## src/rtl/flo12_rr_arb_pkg.sv

```systemverilog
// Shared types and constants for the 12-requester round-robin arbiter.
// Optional lock input is enabled by defining FLO12_RR_ARB_LOCK_EN.
package flo12_rr_arb_pkg;

   localparam int unsigned NREQ = 12;
   localparam logic [3:0]  NONE = 4'd15;

   typedef enum logic [0:0] {
      StIdle,
      StGrant
   } state_e;

   // Mask of indices strictly below the previous grant; NONE means no history.
   function automatic logic [NREQ-1:0] below_mask(input logic [3:0] last);
      logic [NREQ-1:0] mask;
      if (last == NONE) begin
         mask = '1;
      end else begin
         mask = (NREQ'(1) << last) - NREQ'(1);
      end
      return mask;
   endfunction

endpackage

```

## src/rtl/flo12_rr_arb_flo.sv

```systemverilog
// Find-last-one encoder: index of the highest set bit, NONE when no bit is set.
module flo12_rr_arb_flo
   import flo12_rr_arb_pkg::*;
(
   input  logic [NREQ-1:0] vec,
   output logic [3:0]      idx
);

   always_comb begin
      idx = NONE;
      for (int i = 0; i < NREQ; i++) begin
         if (vec[i]) begin
            idx = 4'(i);
         end
      end
   end

endmodule

```

## src/rtl/flo12_rr_arb.sv

```systemverilog
// Round-robin arbiter for 12 requesters with descending priority and hold timeout.
// Define FLO12_RR_ARB_LOCK_EN to add the lock input that pins the current grant.
module flo12_rr_arb
   import flo12_rr_arb_pkg::*;
#(
   parameter int unsigned TMO  = 0,
   parameter int unsigned TMOW = 16
) (
   input  logic            clk,
   input  logic            rst,
   input  logic [NREQ-1:0] req,
   input  logic            done,
`ifdef FLO12_RR_ARB_LOCK_EN
   input  logic            lock,
`endif
   output logic [NREQ-1:0] gnt,
   output logic [3:0]      gnt_num,
   output logic            busy,
   output logic            tmo
);

   localparam logic [TMOW-1:0] TmoLast = (TMO == 0) ? '0 : TMOW'(TMO - 1);

   state_e          state_q, state_d;
   logic [NREQ-1:0] gnt_q, gnt_d;
   logic [3:0]      gnt_num_q, gnt_num_d;
   logic [3:0]      last_q, last_d;
   logic [TMOW-1:0] cnt_q, cnt_d;
   logic            tmo_q, tmo_d;

   logic [NREQ-1:0] mreq;
   logic [3:0]      midx, ridx, sel;
   logic            locked;
   logic            normal_rel;
   logic            tmo_hit;

`ifdef FLO12_RR_ARB_LOCK_EN
   assign locked = lock;
`else
   assign locked = 1'b0;
`endif

   assign mreq = req & below_mask(last_q);

   flo12_rr_arb_flo u_flo_masked (
      .vec (mreq),
      .idx (midx)
   );

   flo12_rr_arb_flo u_flo_full (
      .vec (req),
      .idx (ridx)
   );

   // Nothing below the last grant wraps the search back to the top index.
   assign sel = (midx != NONE) ? midx : ridx;

   assign normal_rel = done | ~(|(req & gnt_q));
   assign tmo_hit    = (TMO != 0) && (cnt_q == TmoLast);

   always_comb begin
      state_d   = state_q;
      gnt_d     = gnt_q;
      gnt_num_d = gnt_num_q;
      last_d    = last_q;
      cnt_d     = cnt_q;
      tmo_d     = 1'b0;
      unique case (state_q)
         StIdle: begin
            if (|req) begin
               state_d   = StGrant;
               gnt_d     = NREQ'(1) << sel;
               gnt_num_d = sel;
               last_d    = sel;
               cnt_d     = '0;
            end
         end
         StGrant: begin
            if (locked) begin
               cnt_d = cnt_q;
            end else if (normal_rel || tmo_hit) begin
               state_d   = StIdle;
               gnt_d     = '0;
               gnt_num_d = NONE;
               tmo_d     = ~normal_rel;
            end else if (cnt_q != '1) begin
               cnt_d = cnt_q + TMOW'(1);
            end
         end
         default: begin
            state_d   = StIdle;
            gnt_d     = '0;
            gnt_num_d = NONE;
         end
      endcase
   end

   always_ff @(posedge clk) begin
      if (rst) begin
         state_q   <= StIdle;
         gnt_q     <= '0;
         gnt_num_q <= NONE;
         last_q    <= NONE;
         cnt_q     <= '0;
         tmo_q     <= 1'b0;
      end else begin
         state_q   <= state_d;
         gnt_q     <= gnt_d;
         gnt_num_q <= gnt_num_d;
         last_q    <= last_d;
         cnt_q     <= cnt_d;
         tmo_q     <= tmo_d;
      end
   end

   assign gnt     = gnt_q;
   assign gnt_num = gnt_num_q;
   assign busy    = (state_q == StGrant);
   assign tmo     = tmo_q;

endmodule
```

## config.mk

```make
export PLATFORM = sky130hd
export DESIGN_NAME = flo12_rr_arb
export DESIGN_NICKNAME = d
export VERILOG_FILES = /design/src/rtl/flo12_rr_arb_pkg.sv /design/src/rtl/flo12_rr_arb_flo.sv /design/src/rtl/flo12_rr_arb.sv
export SDC_FILE = /design/constraint.sdc
export NUM_CORES = 1
export LEC_CHECK = 0
export BUFFER_PORTS_ARGS = -buffer_cell sky130_fd_sc_hd__clkbuf_2
export CORE_ASPECT_RATIO = 0.5
export CORE_MARGIN = 3
export CORE_UTILIZATION = 30
export DETAILED_ROUTE_END_ITERATION = 10
export PLACE_DENSITY = 0.58
export SYNTH_ARGS = -nofsm -noshare
export SYNTH_HDL_FRONTEND = slang
export SYNTH_SLANG_ARGS = --single-unit
```

## constraint.sdc

```tcl
create_clock -name clk -period 4.1 [get_ports clk]
set_clock_uncertainty 0.15 [all_clocks]
set_input_delay 1.23 -clock clk [delete_from_list [all_inputs] [get_ports clk]]
set_output_delay 1.23 -clock clk [all_outputs]
set_load 0.02 [all_outputs]
```

==> impl_metrics.yaml, run 1 <==
synth:
  ys.flop_type: "dfxtp_1"
  synth-seq-area-share_pct: 28.9
  syn_nets: 205
  syn_avg_cell_area_sq_um: 8.06
  async_flop_share_pct: 0
  yosys_warnings: 0
  synth-edff-count: 0
  ys_seq_elements: 22
  ys_types: 51
  syn_area_sq_um: 1520
  syn_inst: 189
routing:
  routed_wl_um: 4530
  via_per_inst: 5.69
  avgRoutedWirePerCell_um: 16.0
  ant_nets: 0
  drc: 0
  drtIter0Drc: 83
  vias: 1615
  drt_first_pass_iters: 4
sta:
  worstMarginPinSlew_ns: 0.627
  relSlewSlack_pct: 58.0
  fin_crit_sh_pct: 91.2
  max_freq_mhz: 268
  finalCriticalPeriod_ns: 3.74
  setup_ws_ns: 0.363
  setup_tns_ns: 0
  rsz0062_at_grt: "false"
  setup_viol: 0
  hold_violations: 0
  maxSlewViolCount: 0
power:
  power.density_nw_per_um2: 357
  ir_worst_vdd_v: 0.000273
  p_leak_nw: 0.726
layout:
  nets: 235
  seq_area_sq_um: 440
  antenna_cells: 0
  final_common_cell: "clkbuf_2"
  multiInputGateArea_sq_um: 1020
  final_cell_mix: "32 x clkbuf_2, 25 x nand2_1, 22 x dfxtp_1"
  drive_above_1_share_pct: 23.4
  syn2layout_area_growth_pct: 20.0
  fillers: 519
cts:
  cts_tree: "built"
  numClockSinks: 22
  clockBufferDepth: 2
  insertion_delay_ns: 0.26
  cts_max_level: 1
  cts_inserted_buffers: 3
  cts_resized: 0
  hold_buffers: 0
  cts_setup_buffers: 0
  root_buffer: "clkbuf_8"
  clk_pin_slew_ns: 0.08
critical_path:
  worstPathArrival_ns: 3.76
  critPathCaptureType: "register"
  critPathKind: "register to register"
  path_buf_inv: 1
  worst-path-max-fanout: 18
  critPathSlowestCell: "or4b_2"
  cpPeakStageDelay_ns: 0.66
  cpLargestDelayFamily: "simple AND/OR/NAND/NOR gates"
  crit_path_start_kind: "register"
  crit_chain: "or4_4 -> ha_1 -> or4b_2 -> and4_1 -> o21ai_1 -> nand3b_1 -> inv_1 -> a221o_1 -> o31ai_1"
  required_ns: 4.13
flow_run:
  drv_cap: 0
floorplanning:
  die_area_sq_um: 6020
  ioPinCount: 33
  core.rowCount: 17
  start_util_pct: 32.9
  die_w_um: 107
  coreArea_sq_um: 4640
  die_h_um: 56.4
placement:
  routabilityCongestion: 0.861
  hpwl_um: 3490
  port_buffers: 32
  dpl_worst_slack_ns: 0.436
global_route:
  gr-total-overflow: 0
  grt_pass1_wl_um: 7470
  antenna_found_initial: 0
  grtUsageTotal_pct: 15.1
  grt_max_degree: 25
  grt_pass1_vias: 1489
worst_hold_path:
  hold_path_class: "register to register"
run_status:
  outcome: "complete, no violations"
[tightest hold or removal path, stage by stage (launching register included)]
cell and delay [ns]:
dfxtp_1 0.33, nand2_1 0.05, nand3_1 0.07
[final timing paths]
kind                      startpoint                      end  slack [ns]  cells after the start
min          gnt_num[3]$_SDFFE_PP1P_  gnt_num[3]$_SDFFE_PP1P_        0.33                      2
max reg2reg   last_q[0]$_SDFFE_PP1P_     gnt[10]$_SDFFE_PP0P_        0.36                      9
max           last_q[0]$_SDFFE_PP1P_     gnt[10]$_SDFFE_PP0P_        0.36                      9
min reg2reg  gnt_num[3]$_SDFFE_PP1P_  gnt_num[3]$_SDFFE_PP1P_        0.33                      2
[metrics by stage]
stage	hold WS, ns	util, %	total power [mW]	area [sq um]	cells
global placement	0.305	37.9	0.450	1760	280
CTS	0.337	39.4	0.657	1830	284
detailed placement	0.313	37.9	0.452	1760	280
finish	0.325	39.4	0.652	1830	284
floorplan	0.396	-	0.389	1520	189
global route	0.361	39.4	0.689	1830	284
[layout make-up]
type | instances | area share (%)
Clock buffer | 3 | 2.26
Clock inverter | 1 | 1.64
Inverter | 2 | 0.411
Multi-Input combinational cell | 152 | 55.9
Sequential cell | 22 | 24.1
Tap cell | 66 | 4.52
Timing Repair Buffer | 38 | 11.2
[Yosys cell counts, types with 2 or more instances]
| cell | n | area share, % |
|---|---|---|
| nor4b_1 | 2 | 1.1 |
| o21a_1 | 4 | 2.0 |
| o21bai_1 | 7 | 3.4 |
| a211oi_1 | 3 | 1.5 |
| nand3b_1 | 2 | 0.98 |
| nand3_1 | 6 | 2.0 |
| nor2_1 | 7 | 1.7 |
| or3_1 | 2 | 0.82 |
| nor4_1 | 3 | 1.2 |
| a221o_1 | 2 | 1.3 |
| a31oi_1 | 2 | 0.82 |
| o211a_1 | 3 | 2.0 |
| nor2b_1 | 5 | 2.1 |
| a31o_2 | 4 | 2.3 |
| nand2_1 | 25 | 6.2 |
| o211ai_1 | 7 | 3.4 |
| a22o_1 | 3 | 1.7 |
| inv_1 | 2 | 0.49 |
| o21ai_0 | 9 | 3.0 |
| buf_2 | 4 | 1.3 |
| and2_1 | 5 | 2.1 |
| o31ai_1 | 13 | 6.4 |
| o41ai_1 | 3 | 1.7 |
| nor3_1 | 3 | 0.98 |
| and3_1 | 2 | 0.82 |
| or4b_1 | 2 | 1.3 |
| a221oi_1 | 3 | 1.7 |
| a21oi_1 | 5 | 1.6 |
| clkbuf_1 | 8 | 2.0 |
| dfxtp_1 | 22 | 29 |
[kinds of logic after synthesis]
| family | count (synthesis) | share of synthesized area [%] |
|---|---|---|
| AO/OA/AOI/OAI | 75 | 37.1 |
| adder cells (fa/ha/maj) | 1 | 0.821 |
| buffers and inverters | 15 | 4.11 |
| flip-flops | 22 | 28.9 |
| other | 1 | 0.246 |
| AND/OR/NAND/NOR | 75 | 28.8 |
[state kept, by name, indices dropped and copies added (netlist names)]
name,cells
busy,1
tmo,1
gnt_num,4
gnt,12
last_q,4
[per-layer routing]
layer / up-vias / global-route usage, % / wire [um]
li1: 796 / - / -
met1: 780 / 21.9 / 2330
met2: 29 / 22.8 / 1950
met3: 10 / 2.30 / 151
met4: 0 / 5.28 / 108
met5: - / 0 / 0
[report_power, final]
part	leakage [nW]	internal [mW]	switching, mW
sequential	0.180	0.230	0.0193
combinational	0.510	0.0748	0.125
clock	0.0357	0.130	0.0725
total	0.726	0.435	0.217
Power figures use the tool's default switching activity.
==> inputs of run 2 (changes only) <==
--- a/config.mk
+++ b/config.mk
@@ -8,9 +8,10 @@
 export BUFFER_PORTS_ARGS = -buffer_cell sky130_fd_sc_hd__clkbuf_2
 export CORE_ASPECT_RATIO = 0.5
 export CORE_MARGIN = 3
-export CORE_UTILIZATION = 30
+export CORE_UTILIZATION = 49
 export DETAILED_ROUTE_END_ITERATION = 10
-export PLACE_DENSITY = 0.58
+export PLACE_DENSITY = 0.82
+export REMOVE_ABC_BUFFERS = 1
 export SYNTH_ARGS = -nofsm -noshare
 export SYNTH_HDL_FRONTEND = slang
 export SYNTH_SLANG_ARGS = --single-unit
==> run 2 against run 1 <==
Sequential cell count is the same. Via count grew 1.7%. Register-to-register slack is essentially flat. Setup slack lost 0.0088 ns. Utilization grew 25 points. Global-route usage grew 8.2 points. Worst hold slack gained 0.0047 ns. Wire length shrank 5.5%. First-iteration DRC count grew 100%. Cell area shrank 2.8%. Total power shrank 0.84%. Highest routed layer unchanged.
==> impl_metrics.yaml, run 2 (synthesized netlist as in run 1, its figures left out) <==
run_status:
  outcome: "complete, no violations"
cts:
  cts_inserted_buffers: 3
  cts_resized: 0
  cts_max_level: 1
  insertion_delay_ns: 0.26
  clk_pin_slew_ns: 0.08
  cts_setup_buffers: 0
  root_buffer: "clkbuf_8"
  hold_buffers: 0
  numClockSinks: 22
  clockBufferDepth: 2
  cts_tree: "built"
placement:
  hpwl_um: 3130
  routabilityCongestion: 0.889
  placed_area_sq_um: 1710
  port_buffers: 32
layout:
  drive_above_1_share_pct: 22.7
  final_cell_mix: "32 x clkbuf_2, 25 x nand2_1, 22 x dfxtp_1"
  final_area_sq_um: 1780
  antenna_cells: 0
  final_common_cell: "clkbuf_2"
  syn2layout_area_growth_pct: 16.6
  nets: 233
  largest_reg_flops: 12
floorplanning:
  die_area_sq_um: 3860
  core.rowCount: 13
  ioPinCount: 33
  die_h_um: 45.4
  die_w_um: 84.9
  start_util_pct: 55.1
  coreArea_sq_um: 2770
critical_path:
  required_ns: 4.12
  cpPeakStageDelay_ns: 0.66
  worst-path-max-fanout: 18
  critPathSlowestCell: "or4b_2"
  crit_chain: "or4_4 -> ha_1 -> or4b_2 -> and4_1 -> o21ai_1 -> nand3b_1 -> o41ai_1 -> or2_1 -> o31ai_1"
  cpLargestDelayFamily: "simple AND/OR/NAND/NOR gates"
  path_buf_inv: 0
  critPathCaptureType: "register"
  crit_path_start_kind: "register"
  critPathKind: "register to register"
  worstPathArrival_ns: 3.77
routing:
  drt_first_pass_iters: 4
  avgRoutedWirePerCell_um: 16.9
  via_per_inst: 6.49
  routed_wl_um: 4280
  ant_nets: 0
  drtIter0Drc: 167
  vias: 1642
  drc: 0
global_route:
  use_met3_pct: 4.33
  gr-total-overflow: 0
  grt_busiest_layer: "met2"
  grt_pass1_wl_um: 7160
  grtUsageTotal_pct: 23.4
  antenna_found_initial: 0
  grt_max_degree: 25
  met1_usage_pct: 34.0
  grt_pass1_vias: 1433
  globalRouteMet2Util_pct: 37.2
power:
  p_leak_nw: 0.716
  power.density_nw_per_um2: 364
  power.total_mw: 0.647
  ir_worst_vdd_v: 0.000211
flow_run:
  drv_cap: 0
sta:
  finalCriticalPeriod_ns: 3.75
  setup_viol: 0
  max_freq_mhz: 267
  fin_hold_ws_ns: 0.330
  maxSlewViolCount: 0
  setup_tns_ns: 0
  rsz0062_at_grt: "false"
  worstMarginPinSlew_ns: 0.629
  hold_violations: 0
  fin_crit_sh_pct: 91.4
  relSlewSlack_pct: 58.0
worst_hold_path:
  hold_path_class: "register to register"
run 2: cell count changes in the layout (fill, tap and decap cells not counted), sizes merged:
cell and change:
buf -2
run 2: cell type report:
type	instances	area, sq um
clock buffers	3	41.3
repair buffers	36	190
inverters	2	7.51
clock inverters	1	30.0
multi-input cells	152	1020
flip-flops and latches	22	440
well taps	37	46.3
fillers	247	988
run 2: power by group:
part / switching [mW] / total, mW / internal, mW / leakage (nW)
clock network: 0.0695 / 0.200 / 0.130 / 0.0357
registers: 0.0183 / 0.249 / 0.230 / 0.180
logic: 0.125 / 0.198 / 0.0731 / 0.500
run 2: stage by stage:
| stage | utilization (%) | instances | setup slack, ns |
|---|---|---|---|
| 3_3_place_gp | 61.7 | 249 | 0.599 |
| 2_1_floorplan | - | 176 | 0.741 |
| 4_1_cts | 64.3 | 253 | 0.373 |
| 3_5_place_dp | 61.7 | 249 | 0.429 |
| 6_report | 64.3 | 253 | 0.354 |
| 5_1_grt | 64.3 | 253 | 0.0991 |
run 2: per-layer routing:
metal | routed length [um] | part of all wire [%] | up-vias
li1 | - | - | 795
met2 | 1940 | 45 | 80
met4 | 28 | 0.65 | 0
met3 | 349 | 8.1 | 4
met1 | 1970 | 46 | 763
met5 | 0 | 0 | -
run 2: final timing paths:
check	startpoint	to	slack (ns)	cells after the start
hold reg to reg	gnt[0]$_SDFFE_PP0P_	gnt[0]$_SDFFE_PP0P_	0.33	2
setup / recovery	last_q[0]$_SDFFE_PP1P_	gnt[7]$_SDFFE_PP0P_	0.35	9
hold / removal	gnt[0]$_SDFFE_PP0P_	gnt[0]$_SDFFE_PP0P_	0.33	2
setup reg to reg	last_q[0]$_SDFFE_PP1P_	gnt[7]$_SDFFE_PP0P_	0.35	9
run 2: worst register-to-register path, delay by kind of cell (launching register included):
kind	cells	cell delay, ns
flip-flops	1	0.44
AO/OA/AOI/OAI	3	0.68
AND/OR/NAND/NOR	5	2.02
adder cells (fa/ha/maj)	1	0.37
==> inputs of run 3 (changes only) <==
--- a/config.mk
+++ b/config.mk
@@ -10,6 +10,7 @@
 export CORE_MARGIN = 3
 export CORE_UTILIZATION = 49
 export DETAILED_ROUTE_END_ITERATION = 10
+export HOLD_SLACK_MARGIN = 0.05
 export PLACE_DENSITY = 0.82
 export REMOVE_ABC_BUFFERS = 1
 export SYNTH_ARGS = -nofsm -noshare
==> constraint.sdc (replaced) <==
create_clock -name clk -period 4.43 [get_ports clk]
set_clock_uncertainty 0.15 [all_clocks]
set_input_delay 1.329 -clock clk [delete_from_list [all_inputs] [get_ports clk]]
set_output_delay 1.329 -clock clk [all_outputs]
set_load 0.02 [all_outputs]
==> run 3 against run 2 <==
Cell count is 0.40% lower. Sequential share of layout area is 0.11 points higher. Via count is 1.7% lower. Clock power is 7% lower. Combinational power is 11% lower. Die area stayed put. Fmax is 2.4% lower. Critical path type unchanged. Non-clock buffer count is 1 lower. Worst hold slack better by 0.0068 ns.
==> impl_metrics.yaml, run 3 (synthesized netlist as in run 1, its figures left out) <==
cts:
  cts_max_level: 1
  hold_buffers: 0
  clk_pin_slew_ns: 0.08
  cts_inserted_buffers: 3
  numClockSinks: 22
  cts_tree: "built"
  cts_resized: 0
  root_buffer: "clkbuf_8"
  insertion_delay_ns: 0.26
  cts_setup_buffers: 0
  clockBufferDepth: 2
routing:
  drc: 0
  drt_first_pass_iters: 6
  ant_nets: 0
  via_per_inst: 6.40
  routed_wl_um: 4190
  avgRoutedWirePerCell_um: 16.6
  vias: 1614
  drtIter0Drc: 171
floorplanning:
  die_w_um: 84.9
  core.rowCount: 13
  ioPinCount: 33
  start_util_pct: 55.1
  coreArea_sq_um: 2770
  die_area_sq_um: 3860
  die_h_um: 45.4
worst_hold_path:
  min_to: "gnt_num[3]$_SDFFE_PP1P_"
  hp-start: "gnt_num[3]$_SDFFE_PP1P_"
  holdPathStages: 2
  hold_path_class: "register to register"
sta:
  maxSlewViolCount: 0
  relSlewSlack_pct: 55.2
  worstMarginPinSlew_ns: 0.669
  setup_ws_ns: 0.593
  setup_tns_ns: 0
  fin_crit_sh_pct: 86.6
  finalCriticalPeriod_ns: 3.84
  rsz0062_at_grt: "false"
  max_freq_mhz: 261
  hold_violations: 0
  fin_hold_ws_ns: 0.337
  setup_viol: 0
layout:
  nets: 232
  final_cell_mix: "32 x clkbuf_2, 25 x nand2_1, 22 x dfxtp_1"
  fillers: 238
  largest_reg_flops: 12
  drive_above_1_share_pct: 22.3
  final_common_cell: "clkbuf_2"
  antenna_cells: 0
  syn2layout_area_growth_pct: 16.1
critical_path:
  cpLargestDelayFamily: "simple AND/OR/NAND/NOR gates"
  cpPeakStageDelay_ns: 0.66
  r2r_start: "last_q[1]$_SDFFE_PP1P_"
  critPathKind: "register to register"
  ff2ff_setup_slack_ns: 0.59
  crit_path_start_kind: "register"
  regToRegEndpoint: "gnt[5]$_SDFFE_PP0P_"
  critPathCaptureType: "register"
  startpoint: "last_q[1]$_SDFFE_PP1P_"
  required_ns: 4.45
  r2r_cells: 9
  path_buf_inv: 0
  crit_chain: "or4_4 -> ha_1 -> or4b_2 -> and4_1 -> o21ai_1 -> nand3b_1 -> o41ai_1 -> or2_1 -> o31ai_1"
  worst-path-max-fanout: 21
  worstPathArrival_ns: 3.86
  critPathSlowestCell: "or4b_2"
power:
  p_leak_nw: 0.712
  ir_worst_vdd_v: 0.000227
  power.density_nw_per_um2: 337
global_route:
  grt_pass1_vias: 1380
  grt_pass1_wl_um: 6760
  grtUsageTotal_pct: 22.2
  grt_max_degree: 25
  antenna_found_initial: 0
  gr-total-overflow: 0
placement:
  port_buffers: 32
  hpwl_um: 3190
  dpl_worst_slack_ns: 0.699
  routabilityCongestion: 0.873
flow_run:
  drv_cap: 0
run_status:
  outcome: "complete, no violations"
==> run 3: changes by cell type in the layout (fill, tap and decap cells not counted), sizes merged <==
cell | previous run | this run
buf | 4 | 3
==> run 3: layout make-up <==
type	instances	area, sq um	area share (%)
repair buffers	35	183	10.3
flip-flops and latches	22	440	24.9
multi-input cells	152	1020	57.7
inverters	2	7.51	0.424
clock buffers	3	41.3	2.33
clock inverters	1	30.0	1.70
well taps	37	46.3	2.62
==> run 3: where the power goes <==
group          switching (mW)  internal, mW
combinational           0.111        0.0665
sequential             0.0204         0.213
clock                  0.0658         0.121
total                   0.197         0.400
==> run 3: layer usage <==
metal / up-vias / part of all wire [%] / GRT usage (%)
met2: 55 / 46 / 37.5
met1: 765 / 45 / 30.7
met3: 6 / 7.4 / 3.97
li1: 788 / - / -
met5: - / 0 / 0
met4: 0 / 1.3 / 4.42
==> run 3: worst max path at each step <==
| stage | endpoint | slack [ns] | depth (start not counted) |
|---|---|---|---|
| after floorplan | gnt[10]$_SDFFE_PP0P_ | 1.07 | 9 |
| after global placement | gnt[9]$_SDFFE_PP0P_ | 0.85 | 9 |
| after detailed placement | gnt[5]$_SDFFE_PP0P_ | 0.70 | 9 |
| after CTS | gnt[5]$_SDFFE_PP0P_ | 0.65 | 9 |
| after global routing | gnt[5]$_SDFFE_PP0P_ | 0.39 | 9 |
| final | gnt[5]$_SDFFE_PP0P_ | 0.59 | 9 |
==> run 3: through the flow <==
| stage | instances | cell area [sq um] | power [mW] | util (%) |
|---|---|---|---|---|
| floorplan | 176 | 1470 | 0.352 | - |
| global placement | 248 | 1700 | 0.407 | 61.4 |
| detailed placement | 248 | 1700 | 0.411 | 61.4 |
| CTS | 252 | 1770 | 0.594 | 64.0 |
| global route | 252 | 1770 | 0.627 | 64.0 |
| finish | 252 | 1770 | 0.597 | 64.0 |
==> run 3: tightest hold or removal path, delay by kind of cell (launching register included) <==
kind | cells | cell delay [ns]
AND/OR/NAND/NOR | 2 | 0.12
flip-flops | 1 | 0.33
